**config.mk**
```make
export PLATFORM = sky130hd
export DESIGN_NAME = cp0_unit
export DESIGN_NICKNAME = d
export VERILOG_FILES = /design/src/rtl/cp0_pkg.sv /design/src/rtl/cp0_timer.sv /design/src/rtl/cp0_unit.sv
export SDC_FILE = /design/constraint.sdc
export NUM_CORES = 1
export LEC_CHECK = 0
export CAP_MARGIN = 20
export CELL_PAD_IN_SITES_DETAIL_PLACEMENT = 1
export CELL_PAD_IN_SITES_GLOBAL_PLACEMENT = 2
export CORE_ASPECT_RATIO = 0.75
export CORE_MARGIN = 10
export CORE_UTILIZATION = 19
export DETAILED_ROUTE_END_ITERATION = 16
export GPL_TIMING_DRIVEN = 0
export HOLD_SLACK_MARGIN = 0.08
export PLACE_DENSITY_LB_ADDON = 0.1
export SLEW_MARGIN = 20
export SYNTH_ARGS = -nofsm -noshare
export SYNTH_HDL_FRONTEND = slang
export SYNTH_HIERARCHICAL = 1
export SYNTH_SLANG_ARGS = --single-unit
```
**constraint.sdc**
```tcl
create_clock -name clk -period 1.47 [get_ports clk]
set_input_delay 0.294 -clock clk [delete_from_list [all_inputs] [get_ports clk]]
set_output_delay 0.294 -clock clk [all_outputs]
set_load 0.005 [all_outputs]
```
**src/rtl/cp0_pkg.sv**
```systemverilog
// Shared constants for the coprocessor-0 unit: register indices, field positions, exception codes.
package cp0_pkg;

   localparam int unsigned XLEN      = 32;
   localparam int unsigned AW        = 5;
   localparam int unsigned NUM_HWINT = 6;
   localparam int unsigned EXC_W     = 5;

   // Register indices
   localparam logic [AW-1:0] CP0_COUNT   = 5'd9;
   localparam logic [AW-1:0] CP0_COMPARE = 5'd11;
   localparam logic [AW-1:0] CP0_SR      = 5'd12;
   localparam logic [AW-1:0] CP0_CAUSE   = 5'd13;
   localparam logic [AW-1:0] CP0_EPC     = 5'd14;
   localparam logic [AW-1:0] CP0_PRID    = 5'd15;

   // SR field positions
   localparam int unsigned SR_IM_LO = 10;
   localparam int unsigned SR_IM_HI = 15;
   localparam int unsigned SR_EXL   = 1;
   localparam int unsigned SR_IE    = 0;

   // Cause field positions
   localparam int unsigned CAUSE_IP_LO  = 10;
   localparam int unsigned CAUSE_IP_HI  = 15;
   localparam int unsigned CAUSE_EXC_LO = 2;
   localparam int unsigned CAUSE_EXC_HI = 6;

   // Only interrupts are taken, so ExcCode is always Int
   localparam logic [EXC_W-1:0] EXC_INT = 5'd0;

   // EPC is always word aligned
   localparam logic [XLEN-1:0] EPC_MASK = 32'hFFFF_FFFC;

endpackage : cp0_pkg

```
**src/rtl/cp0_timer.sv**
```systemverilog
// Count/Compare timer for cp0: free-running counter with a sticky compare-match flag.
module cp0_timer
   import cp0_pkg::*;
(
   input  logic            clk,
   input  logic            reset,
   input  logic            i_we_count,
   input  logic            i_we_compare,
   input  logic [XLEN-1:0] i_wdata,
   output logic [XLEN-1:0] o_count,
   output logic [XLEN-1:0] o_compare,
   output logic            o_flag
);

   logic [XLEN-1:0] r_count;
   logic [XLEN-1:0] r_compare;
   logic            r_flag;
   logic            w_match;

   // A zero Compare means the timer interrupt is disarmed
   assign w_match = (r_count == r_compare) && (r_compare != '0);

   // Counter increments every cycle unless software loads it
   always_ff @(posedge clk) begin
      if (!reset) begin
         r_count <= '0;
      end else if (i_we_count) begin
         r_count <= i_wdata;
      end else begin
         r_count <= r_count + XLEN'(1);
      end
   end

   // Compare load also acknowledges the pending flag; the acknowledge beats a new match
   always_ff @(posedge clk) begin
      if (!reset) begin
         r_compare <= '0;
         r_flag    <= 1'b0;
      end else if (i_we_compare) begin
         r_compare <= i_wdata;
         r_flag    <= 1'b0;
      end else if (w_match) begin
         r_flag    <= 1'b1;
      end
   end

   assign o_count   = r_count;
   assign o_compare = r_compare;
   assign o_flag    = r_flag;

endmodule : cp0_timer

```
**src/rtl/cp0_unit.sv**
```systemverilog
// Coprocessor-0 for the multicycle MIPS core: SR, Cause, EPC, PRId and interrupt request.
// Optional Count/Compare timer is built when CP0_TIMER_EN is defined.
module cp0_unit
   import cp0_pkg::*;
#(
   parameter logic [31:0] PRID_VAL = 32'h0000_1902
)(
   input  logic                 clk,
   input  logic                 reset,
   input  logic                 we,
   input  logic [AW-1:0]        addr,
   input  logic [XLEN-1:0]      wdata,
   output logic [XLEN-1:0]      rdata,
   input  logic [XLEN-1:0]      pc_in,
   input  logic                 exlset,
   input  logic                 exlclr,
   input  logic [NUM_HWINT-1:0] hwint,
   output logic [XLEN-1:0]      epc_out,
   output logic                 intreq
);

   logic [NUM_HWINT-1:0] r_im;
   logic                 r_exl;
   logic                 r_ie;
   logic [NUM_HWINT-1:0] r_ip;
   logic [XLEN-1:0]      r_epc;

   logic                 w_we_sr;
   logic                 w_we_epc;
   logic                 w_tflag;
   logic [NUM_HWINT-1:0] w_ip_view;
   logic [XLEN-1:0]      w_sr_rd;
   logic [XLEN-1:0]      w_cause_rd;
   logic [XLEN-1:0]      w_epc_entry;

   assign w_we_sr     = we && (addr == CP0_SR);
   assign w_we_epc    = we && (addr == CP0_EPC);
   assign w_epc_entry = pc_in & EPC_MASK;

`ifdef CP0_TIMER_EN
   logic            w_we_count;
   logic            w_we_compare;
   logic [XLEN-1:0] w_count;
   logic [XLEN-1:0] w_compare;

   assign w_we_count   = we && (addr == CP0_COUNT);
   assign w_we_compare = we && (addr == CP0_COMPARE);

   cp0_timer u_timer (
      .clk          (clk),
      .reset        (reset),
      .i_we_count   (w_we_count),
      .i_we_compare (w_we_compare),
      .i_wdata      (wdata),
      .o_count      (w_count),
      .o_compare    (w_compare),
      .o_flag       (w_tflag)
   );
`else
   assign w_tflag = 1'b0;
`endif

   // Timer pending shares the top interrupt line with hwint[5]
   assign w_ip_view = {r_ip[NUM_HWINT-1] | w_tflag, r_ip[NUM_HWINT-2:0]};

   // Interrupt sampling and status/mask register updates
   always_ff @(posedge clk) begin
      if (!reset) begin
         r_ip  <= '0;
         r_im  <= '0;
         r_ie  <= 1'b0;
         r_exl <= 1'b0;
      end else begin
         r_ip <= hwint;
         if (w_we_sr) begin
            r_im <= wdata[SR_IM_HI:SR_IM_LO];
            r_ie <= wdata[SR_IE];
         end
         // Hardware entry/return takes precedence over a software EXL write
         if (exlset) begin
            r_exl <= 1'b1;
         end else if (exlclr) begin
            r_exl <= 1'b0;
         end else if (w_we_sr) begin
            r_exl <= wdata[SR_EXL];
         end
      end
   end

   // EPC capture on interrupt entry, otherwise software load
   always_ff @(posedge clk) begin
      if (!reset) begin
         r_epc <= '0;
      end else if (exlset) begin
         r_epc <= w_epc_entry;
      end else if (w_we_epc) begin
         r_epc <= wdata & EPC_MASK;
      end
   end

   // Readable images of SR and Cause
   always_comb begin
      w_sr_rd                           = '0;
      w_sr_rd[SR_IM_HI:SR_IM_LO]        = r_im;
      w_sr_rd[SR_EXL]                   = r_exl;
      w_sr_rd[SR_IE]                    = r_ie;
      w_cause_rd                        = '0;
      w_cause_rd[CAUSE_IP_HI:CAUSE_IP_LO]   = w_ip_view;
      w_cause_rd[CAUSE_EXC_HI:CAUSE_EXC_LO] = EXC_INT;
   end

   // mfc0 read mux, no write bypass
   always_comb begin
      rdata = '0;
      case (addr)
         CP0_SR:      rdata = w_sr_rd;
         CP0_CAUSE:   rdata = w_cause_rd;
         CP0_EPC:     rdata = r_epc;
         CP0_PRID:    rdata = PRID_VAL;
`ifdef CP0_TIMER_EN
         CP0_COUNT:   rdata = w_count;
         CP0_COMPARE: rdata = w_compare;
`endif
         default:     rdata = '0;
      endcase
   end

   assign epc_out = r_epc;
   assign intreq  = (|(w_ip_view & r_im)) & r_ie & ~r_exl;

endmodule : cp0_unit

```
======== Word level (Yosys, flattened, before mapping) ========
Cells that the tools add are included.
word-level totals
  bits of input ports ..................... 80
  output and inout port bits .............. 65
  flip-flop bits (word level) ............. 44
operators by class
  reductions and logical operators ........ 5
  multiplexer cells ....................... 6
  equal/unequal tests ..................... 4
  bitwise gates (word level) .............. 4
operator list
  cell                                                 count
  case mux 32 bit (4 select lines)                     1
  2-to-1 mux 32 bit                                    2
  equality test 5 x 4 -> 1 bit, second input constant  4
  AND 6 bit                                            1
  OR reduction 6 bit                                   1
  2-to-1 mux 1 bit                                     3
  nonzero test 3 bit                                   1
  AND 1 bit                                            2
  logical AND 1 bit                                    2
  nonzero test 2 bit                                   1
  inverter 1 bit                                       1

======== Depth between registers and ports, before layout ========
Gate-level depths: netlist of the first run.
  word-level depth ........................ 5
  mapped depth ............................ 6

======== Least setup slack after synthesis of the first run ========
Ideal clock, no wire load.
  path type ............................... input -> output
  start ................................... in addr[1]
  end ..................................... out rdata[10]
  stages .................................. 6
  arrival ................................. 1.037 ns
  setup slack ............................. 0.139 ns
  data required time ...................... 1.176 ns
  path through ............................ buf_4 -> and2b_1 -> buf_6 -> buf_6 -> a2bb2oi_1 -> nor2_1
between the ends
  cells in the longest elaborated chain, start to end .. 2
RTL lines
  what                                  RTL line         text
  from (decl)                           cp0_unit.sv:11   input logic [AW-1:0] addr,
  equality test 5 x 4 -> 1 bit          cp0_unit.sv:115  case (addr)
  case mux 32 bit (4 select lines) (*)  cp0_unit.sv:115
  to (decl)                             cp0_unit.sv:13   output logic [XLEN-1:0] rdata,
Mark *: on every way between the ends. The rest lies on a longest branch, timed or not.

======== Worst setup path after layout of the first run ========
  start ................................... in addr[4]
  end ..................................... out rdata[28]
The elaborated chain is that of the path after synthesis.

==> metrics.txt, run 1 <==
status=finished with violations; failing checks=setup timing; vias in the first global route=approximately 3200; Syn-to-layout area delta=98.82%; max-slew violations=0; number of clock sinks=44; Post-Synthesis Mean Instance Area=between 7 and 8 sq um; Die W=around 150 um; Area contributors post-synth=dfxtp_1 38%, o21ai_0 15%, nand3_1 8.2%, a31oi_1 8.1%, and2_1 7.8%; crit path launch type=primary input; total track usage=0.1473; TritonRoute pass-1 iters=4; Tmin final=around 1.7 ns; leakage=a little under 2 nW; main flop type after synthesis=dfxtp_1; Final period util=1.132; Final Hold Viols=0; drt via density=approximately 4.7; Peak VDD IR=around 0.00040 V; dpl hpwl=between 9000 and 10000 um; Crit Path Class=primary input to output port; Synth top cells by count=68 x o21ai_0, 44 x dfxtp_1, 38 x nand3_1; Worst path slowest cell=nor2_4; Nets=around 550; DR iter-0 viols=between 100 and 150; Crit path required time=between 1 and 1.5 ns; layout cells sized above 1=0.3362; cell taking the most area after synthesis=dfxtp_1; post-synth top area share=0.3787; cell area after synthesis=between 2000 and 2500 sq um; Worst Setup End Kind=output port; die area=between 15000 and 20000 sq um; initial antenna violation count=0; CTS Root Cell=clkbuf_16; Worst Path Max Fanout=6; number of top-level design ports=145; # rows=34; CTS tree=built; Die Span Y=between 100 and 150 um; post-route ant nets=0; clk_skew=0 ns; dpl cells=between 500 and 600; GPL Wtd Cong=around 0.73; Worst Max-Slew Pin Slew=a little over 0.5 ns; clock slew at reported path FFs=roughly 0.07 ns; Largest stage delay, worst path=about 0.24 ns; post-synth cell types=31; crit path DAT=~1.4 ns; largest net degree at the start of global routing=20; CTS max path bufs=2; fmax=about 600 MHz; count leader, synth=o21ai_0; Skew-Pair Late Insertion Delay=~0.28 ns; Worst Hold Class=primary input to register; CTS buffer count=5; Setup WS post-layout=-0.1947 ns; WL final=roughly 13000 um; Initial Util=0.1974; core area=11780 sq um; first-pass GRT wire length=19530 um; diode count=0; Syn. warnings=6; Final Setup Violations=27; most used cell, CP=buf_6; final global-route overflow total=0; register area share after synthesis=0.3787; Cells after Synth=293; Post-route DRC=0; fraction of registers with async set or reset after synthesis=0; unrepaired setup endpoints after global routing=yes; # port buffers=about 140; pwr/cell area=~700 nW/um^2; Slew HR=0.6543; Max Cap Violations=0; FF-to-FF Start=epc_out[8]$_SDFFE_PN0P_; number of synthesized flops with an enable pin=0; CTS HTree Levels=2; critical-path cell list=buf_6, nand3b_4, nor2_4, buf_4, buf_8, buf_6, and2_4, buf_6; placed cell areas=around 3900 sq um; Worst Hold Launch=reset; WL/cell=a little over 20 um; flops & latches, synth=44; via count=2954; start point of the critical path=addr[4]; Final Cell Area=4624 sq um; post-route non-filler standard cell count=635; WHS=~0.37 ns
-- cells by family after synthesis --
group,after synthesis,synth area share
buf+inv,36,0.08984
mux,4,0.01721
simple gates,90,0.2184
flops,44,0.3787
compound gates,118,0.2942
other cells,1,0.001612
-- sequential cells by signal, summed over array words and instances (netlist names) --
| signal | flops |
|---|---|
| r_ip | 6 |
| epc_out | 30 |
| r_ie | 1 |
| r_exl | 1 |
| r_im | 6 |
-- stage by stage --
step | utilization | total power [mW] | setup TNS [ns] | worst slack (ns)
final | 0.3924 | 3.251 | -3.389 | -0.1947
after detailed placement | 0.3330 | 2.007 | -55.98 | -1.342
after floorplan | - | 1.551 | 0 | 0.1390
after CTS | 0.3777 | 3.267 | -3.505 | -0.1963
after global routing | 0.3924 | 3.401 | -5.039 | -0.2412
after global placement | 0.3330 | 1.998 | -52.98 | -1.304
-- worst max-delay path, delay by kind of cell --
| family | cells | cell delay [ns] |
|---|---|---|
| simple gates | 3 | 0.53 |
| buf+inv | 5 | 0.55 |
-- timing repair --
| item | 4_1_cts | 5_1_grt |
|---|---|---|
| hold buffers | 0 | 0 |
| gates cloned | 3 | 0 |
| resized for setup | 258 | 59 |
| endpoints found under the setup margin | 91 | 67 |
| pin swaps | 21 | 10 |
| setup buffers | 24 | 11 |
-- final cells by class --
| class | instances | area, sq um |
|---|---|---|
| Buffer | 30 | 251.5 |
| Clock buffer | 8 | 146.4 |
| Fill cell | 1367 | 7159 |
| Inverter | 3 | 11.26 |
| Multi-Input combinational cell | 214 | 1416 |
| Sequential cell | 44 | 907.1 |
| Tap cell | 162 | 202.7 |
| Timing Repair Buffer | 174 | 1689 |
-- layout by cell type (no fill, tap or decap), types with 2 or more instances in the layout --
| cell | count |
|---|---|
| nand3_1 | 38 |
| dlymetal6s2s_1 | 11 |
| dfxtp_2 | 21 |
| dfxtp_1 | 23 |
| o21ai_0 | 67 |
| dlygate4sd2_1 | 16 |
| a211oi_2 | 2 |
| buf_4 | 18 |
| a2bb2oi_2 | 4 |
| nand2_1 | 3 |
| clkbuf_2 | 6 |
| a22oi_2 | 3 |
| clkdlybuf4s50_1 | 74 |
| conb_1 | 2 |
| a31oi_1 | 30 |
| buf_2 | 21 |
| mux2i_4 | 3 |
| buf_6 | 40 |
| and2_1 | 15 |
| buf_8 | 4 |
| nor3_2 | 2 |
| clkbuf_8 | 3 |
| nor2b_4 | 2 |
| inv_1 | 3 |
| nor2_1 | 7 |
| clkbuf_1 | 10 |
| nor2_4 | 2 |
| a21boi_0 | 7 |
| and2_4 | 14 |
| clkbuf_16 | 6 |
-- per-layer routing --
metal  global-route usage  up-vias  routed length (um)
met5                    0        -                   0
met4              0.02767        0                  75
met1               0.1988     1419                6522
li1                     -     1425                   -
met2               0.2269      100                5689
met3              0.04675       10                 850
-- final timing paths --
path,to,slack (ns),cells past startpoint
setup / recovery,rdata[28],-0.19,8
hold / removal,epc_out[25]$_SDFFE_PN0P_,0.37,3
setup reg to reg,epc_out[8]$_SDFFE_PN0P_,0.73,2
hold reg to reg,r_ie$_SDFFE_PN0P_,0.50,2
-- power by group --
| part | leakage [nW] | switching, mW | total, mW | internal [mW] |
|---|---|---|---|---|
| clock | 0.0712 | 0.502 | 1.18 | 0.680 |
| sequential | 0.372 | 0.0601 | 1.33 | 1.27 |
| combinational | 1.51 | 0.303 | 0.740 | 0.437 |
| total | 1.95 | 0.865 | 3.25 | 2.39 |
(Power assumes the default switching activity.)
==> run 2: changes to the inputs <==
--- a/config.mk
+++ b/config.mk
@@ -5,13 +5,14 @@
 export SDC_FILE = /design/constraint.sdc
 export NUM_CORES = 1
 export LEC_CHECK = 0
-export CAP_MARGIN = 20
+export CAP_MARGIN = 30
 export CELL_PAD_IN_SITES_DETAIL_PLACEMENT = 1
 export CELL_PAD_IN_SITES_GLOBAL_PLACEMENT = 2
 export CORE_ASPECT_RATIO = 0.75
 export CORE_MARGIN = 10
-export CORE_UTILIZATION = 19
+export CORE_UTILIZATION = 32
 export DETAILED_ROUTE_END_ITERATION = 16
+export DONT_BUFFER_PORTS = 1
 export GPL_TIMING_DRIVEN = 0
 export HOLD_SLACK_MARGIN = 0.08
 export PLACE_DENSITY_LB_ADDON = 0.1
==> metrics.txt, run 2 (synthesis gave the netlist of run 1 again) <==
status=completed; Final Hold Viols=0; initial antenna violation count=0; layout cells sized above 1=0.1396; met1 wire length=between 4000 and 5000 um; via count=2286; Final period util=0.9642; post-route ant nets=0; Worst Max-Slew Pin Slew=between 0.5 and 0.6 ns; number of clock sinks=44; largest net degree at the start of global routing=15; clock slew at reported path FFs=approximately 0.090 ns; commonest cells after routing, fill and taps aside=68 x o21ai_0, 42 x dfxtp_1, 38 x nand3_1; Setup WS post-layout=about 0.053 ns; most common cell after layout, fill and taps aside=o21ai_0; Worst Hold Class=primary input to register; max reg flops=30; fmax=~700 MHz; placed cell areas=~2500 sq um; multi-input logic area=1284 sq um; register area=about 880 sq um; first-pass GRT wire length=around 15000 um; Crit path required time=1.18 ns; max-slew violations=0; Nets=approximately 390; Worst Setup End Kind=output port; Initial Util=0.3357; Peak VDD IR=between 0.0003 and 0.0004 V; Total Power=2.588 mW; diode count=0; dpl hpwl=7631 um; GPL Wtd Cong=roughly 0.74; CTS Root Cell=clkbuf_8; Post-route DRC=0; CTS HTree Levels=2; WL met3=just over 1000 um; Slew HR=0.6599; Tmin final=around 1.4 ns; drt via density=about 5.6; CTS buffer count=5; Crit Path Class=primary input to output port; core area=6929 sq um; Syn-to-layout area delta=14.95%; Worst Path Max Fanout=6; number of top-level design ports=145; die area=between 10000 and 15000 sq um; crit path DAT=between 1 and 1.5 ns; uppermost layer routed=met4; unrepaired setup endpoints after global routing=no; dpl ws=-0.4297 ns; final global-route overflow total=0; CTS tree=built; TritonRoute pass-1 iters=4; Max Cap Violations=0; CTS max path bufs=2; Final Setup Violations=0; crit path launch type=primary input; # port buffers=0; Die W=about 120 um; pwr/cell area=968.0 nW/um^2; Final Cell Area=between 2000 and 3000 sq um; wire length on met2=approximately 4300 um; WL/cell=around 24 um; Skew-Pair Late Insertion Delay=0.30 ns; total track usage=0.1703; fillers=just under 900; # rows=26; leakage=about 0.88 nW; DR iter-0 viols=around 140; vias in the first global route=roughly 2400; WL final=approximately 10000 um; Die Span Y=around 94 um; clk_skew=0 ns
## run 2: metrics by stage
| stage | hold WS (ns) | cells | TNS [ns] | util |
|---|---|---|---|---|
| after floorplan | 0.4213 | 294 | 0 | - |
| after global placement | 0.4234 | 392 | -7.372 | 0.3539 |
| after detailed placement | 0.4266 | 392 | -7.561 | 0.3539 |
| after CTS | 0.1082 | 401 | -0.0006364 | 0.3761 |
| after global routing | 0.1023 | 406 | 0 | 0.3859 |
| final | 0.1123 | 406 | 0 | 0.3859 |
## run 2: layout make-up
type | count | area share
Sequential cell | 44 | 0.3304
Buffer | 32 | 0.07815
Clock buffer | 5 | 0.02574
Timing Repair Buffer | 7 | 0.01965
Tap cell | 98 | 0.04586
Inverter | 3 | 0.004212
Multi-Input combinational cell | 214 | 0.4801
Clock inverter | 3 | 0.01591
## run 2: path summary, 6_finish.rpt
check | startpoint | to | slack (ns) | cells after the start
worst max-delay path | addr[4] | rdata[25] | 0.05 | 5
worst min-delay path | hwint[3] | r_ip[3]$_SDFF_PN0_ | 0.11 | 1
worst min register to register | r_im[2]$_SDFFE_PN0P_ | r_im[2]$_SDFFE_PN0P_ | 0.50 | 2
worst max register to register | epc_out[14]$_SDFFE_PN0P_ | epc_out[14]$_SDFFE_PN0P_ | 0.67 | 2
## run 2: what timing repair did
item	in CTS	in global routing
pin swaps	1	4
gates resized for setup	10	10
hold buffers	0	0
setup endpoints to repair	23	20
setup buffers	1	6
## run 2: where the power goes
part           leakage [nW]  internal [mW]  switching (mW)
Sequential            0.365           1.26          0.0713
Clock                0.0541          0.504           0.438
Combinational         0.464          0.120           0.194
Total                 0.883           1.89           0.703
## run 2: routing by layer
| layer | vias to the layer above | track usage |
|---|---|---|
| li1 | 1086 | - |
| met1 | 1105 | 0.2198 |
| met2 | 88 | 0.2537 |
| met3 | 7 | 0.08228 |
| met4 | 0 | 0.03144 |
| met5 | - | 0 |
## run 2: critical path, cell delays in order
cell,delay [ns]
nand3b_4,0.20
nor2_4,0.23
buf_4,0.14
buf_4,0.10
and2_1,0.16
==> run 3: changes to the inputs <==
--- a/config.mk
+++ b/config.mk
@@ -5,6 +5,7 @@
 export SDC_FILE = /design/constraint.sdc
 export NUM_CORES = 1
 export LEC_CHECK = 0
+export ABC_CLOCK_PERIOD_IN_PS = 1470
 export CAP_MARGIN = 30
 export CELL_PAD_IN_SITES_DETAIL_PLACEMENT = 1
 export CELL_PAD_IN_SITES_GLOBAL_PLACEMENT = 2
@@ -15,7 +16,7 @@
 export DONT_BUFFER_PORTS = 1
 export GPL_TIMING_DRIVEN = 0
 export HOLD_SLACK_MARGIN = 0.08
-export PLACE_DENSITY_LB_ADDON = 0.1
+export PLACE_DENSITY = 0.87
 export SLEW_MARGIN = 20
 export SYNTH_ARGS = -nofsm -noshare
 export SYNTH_HDL_FRONTEND = slang
==> metrics.txt, run 3 (synthesis gave the netlist of run 1 again) <==
r2r worst-path depth=2; crit path DAT=roughly 1.1 ns; CTS buffer count=5; Initial Util=0.3357; Worst Hold Class=primary input to register; dpl hpwl=7675 um; max reg flops=30; CTS Hold Bufs=0; number of top-level design ports=approximately 150; Total Power=about 2.3 mW; first-pass GRT wire length=around 15000 um; Final Cell Area=about 2600 sq um; pwr/cell area=between 900 and 1000 nW/um^2; largest net degree at the start of global routing=12; WHS=0.1263 ns; Peak VDD IR=about 0.00036 V; Hold Path End=r_ip[3]$_SDFF_PN0_; DR iter-0 viols=120; Tmin final=between 1 and 1.5 ns; switching share of power=0.2840; total track usage=0.1655; diode count=0; commonest cells after routing, fill and taps aside=68 x o21ai_0, 44 x dfxtp_1, 38 x nand3_1; FF-to-FF End=epc_out[15]$_SDFFE_PN0P_; CTS Root Cell=clkbuf_8; unrepaired setup endpoints after global routing=no; P_int=~1.7 mW; Max Cap Violations=0; # port buffers=0; number of clock sinks=44; TritonRoute pass-1 iters=4; Worst Path Max Fanout=3; FF-to-FF Start=epc_out[15]$_SDFFE_PN0P_; Die W=118.4 um; clk_skew=0 ns; leakage=0.8411 nW; start point of the critical path=r_im[0]$_SDFFE_PN0P_; post-route ant nets=0; fmax=around 700 MHz; Clk pwr share=0.303; post-route non-filler standard cell count=between 300 and 400; Skew-Pair Late Insertion Delay=0.29 ns; # rows=26; Nets=around 380; Final period util=0.9783; Die Span Y=about 94 um; fillers=863; core area=roughly 7000 sq um; dpl cells=just under 400; GPL Wtd Cong=~0.78; reg2reg setup slack=0.65 ns; placed cell areas=approximately 2500 sq um; final global-route overflow total=0; Post-route DRC=0; CTS HTree Levels=2; Worst Hold Depth=1; most common cell after layout, fill and taps aside=o21ai_0; Worst Setup End Kind=output port; die area=11110 sq um; Crit Path Class=register to output port; Comb power frac=0.129; vias in the first global route=about 2500; multi-input logic area=between 1000 and 1500 sq um; layout cells sized above 1=0.1033; Net Sw Power=666.6 uW; Worst Hold Launch=hwint[3]; Crit path required time=around 1.2 ns; part of the power in registers=0.568; CTS tree=built; WL/cell=between 20 and 25 um; max-slew violations=0; CTS max path bufs=2; Syn-to-layout area delta=10.54%; initial antenna violation count=0; status=completed; via count=2334; clock slew at reported path FFs=roughly 0.080 ns; Final Hold Viols=0; register area=slightly below 900 sq um; drt via density=approximately 6; crit path launch type=register; Final Setup Violations=0; WL final=between 9000 and 10000 um
==> run 3: changes by cell type in the layout (fill, tap and decap cells not counted), sizes merged <==
cell and delta:
buf -6, bufinv -1, clkbuf +1, clkinv -1, clkinvlp -1
==> run 3: metrics by stage <==
stage,setup TNS [ns],utilization,setup WS (ns)
floorplan,0,-,0.1390
global placement,-6.406,0.3539,-0.4185
detailed placement,-6.995,0.3539,-0.4331
CTS,0,0.3680,0.007153
global route,0,0.3711,0.002361
finish,0,0.3711,0.03196
==> run 3: layer usage <==
| metal | routed length (um) | track usage | vias to the layer above |
|---|---|---|---|
| met5 | 0 | 0 | - |
| met4 | 17 | 0.02130 | 0 |
| met3 | 1135 | 0.06967 | 2 |
| met2 | 4377 | 0.2598 | 119 |
| met1 | 4199 | 0.2126 | 1139 |
| li1 | - | - | 1074 |
==> run 3: area by class of cell <==
| type | count | area share |
|---|---|---|
| inverters | 3 | 0.004380 |
| flip-flops and latches | 44 | 0.3426 |
| plain buffers | 32 | 0.07835 |
| repair buffers | 2 | 0.005839 |
| well taps | 98 | 0.04769 |
| clock buffers | 5 | 0.02676 |
| multi-input cells | 214 | 0.4944 |
==> run 3: timing repair <==
item                       CTS  global route
resized for setup            9             4
setup endpoints to repair   24            27
pin swaps                    0             3
buffers inserted             0             2
==> run 3: worst max-delay path, stage by stage, from the launching register on <==
cell and delay [ns]:
dfxtp_1 0.33, a22oi_1 0.33, a311oi_2 0.19
==> run 3: how the worst max path moves through the flow <==
stage,slack (ns),endpoint,cells past startpoint
detailed placement,-0.43,rdata[20],4
floorplan,0.14,rdata[10],6
CTS,0.007,rdata[17],4
global placement,-0.42,rdata[22],4
finish,0.03,intreq,2
global route,0.002,intreq,2
==> run 3: power groups by stage <==
stage / clock network (mW) / registers, mW / logic [mW]
after floorplan: 0 / 1.33 / 0.219
after global placement: 0 / 1.36 / 0.288
after detailed placement: 0 / 1.36 / 0.297
after CTS: 0.726 / 1.33 / 0.302
after global routing: 0.769 / 1.34 / 0.341
final: 0.712 / 1.33 / 0.303
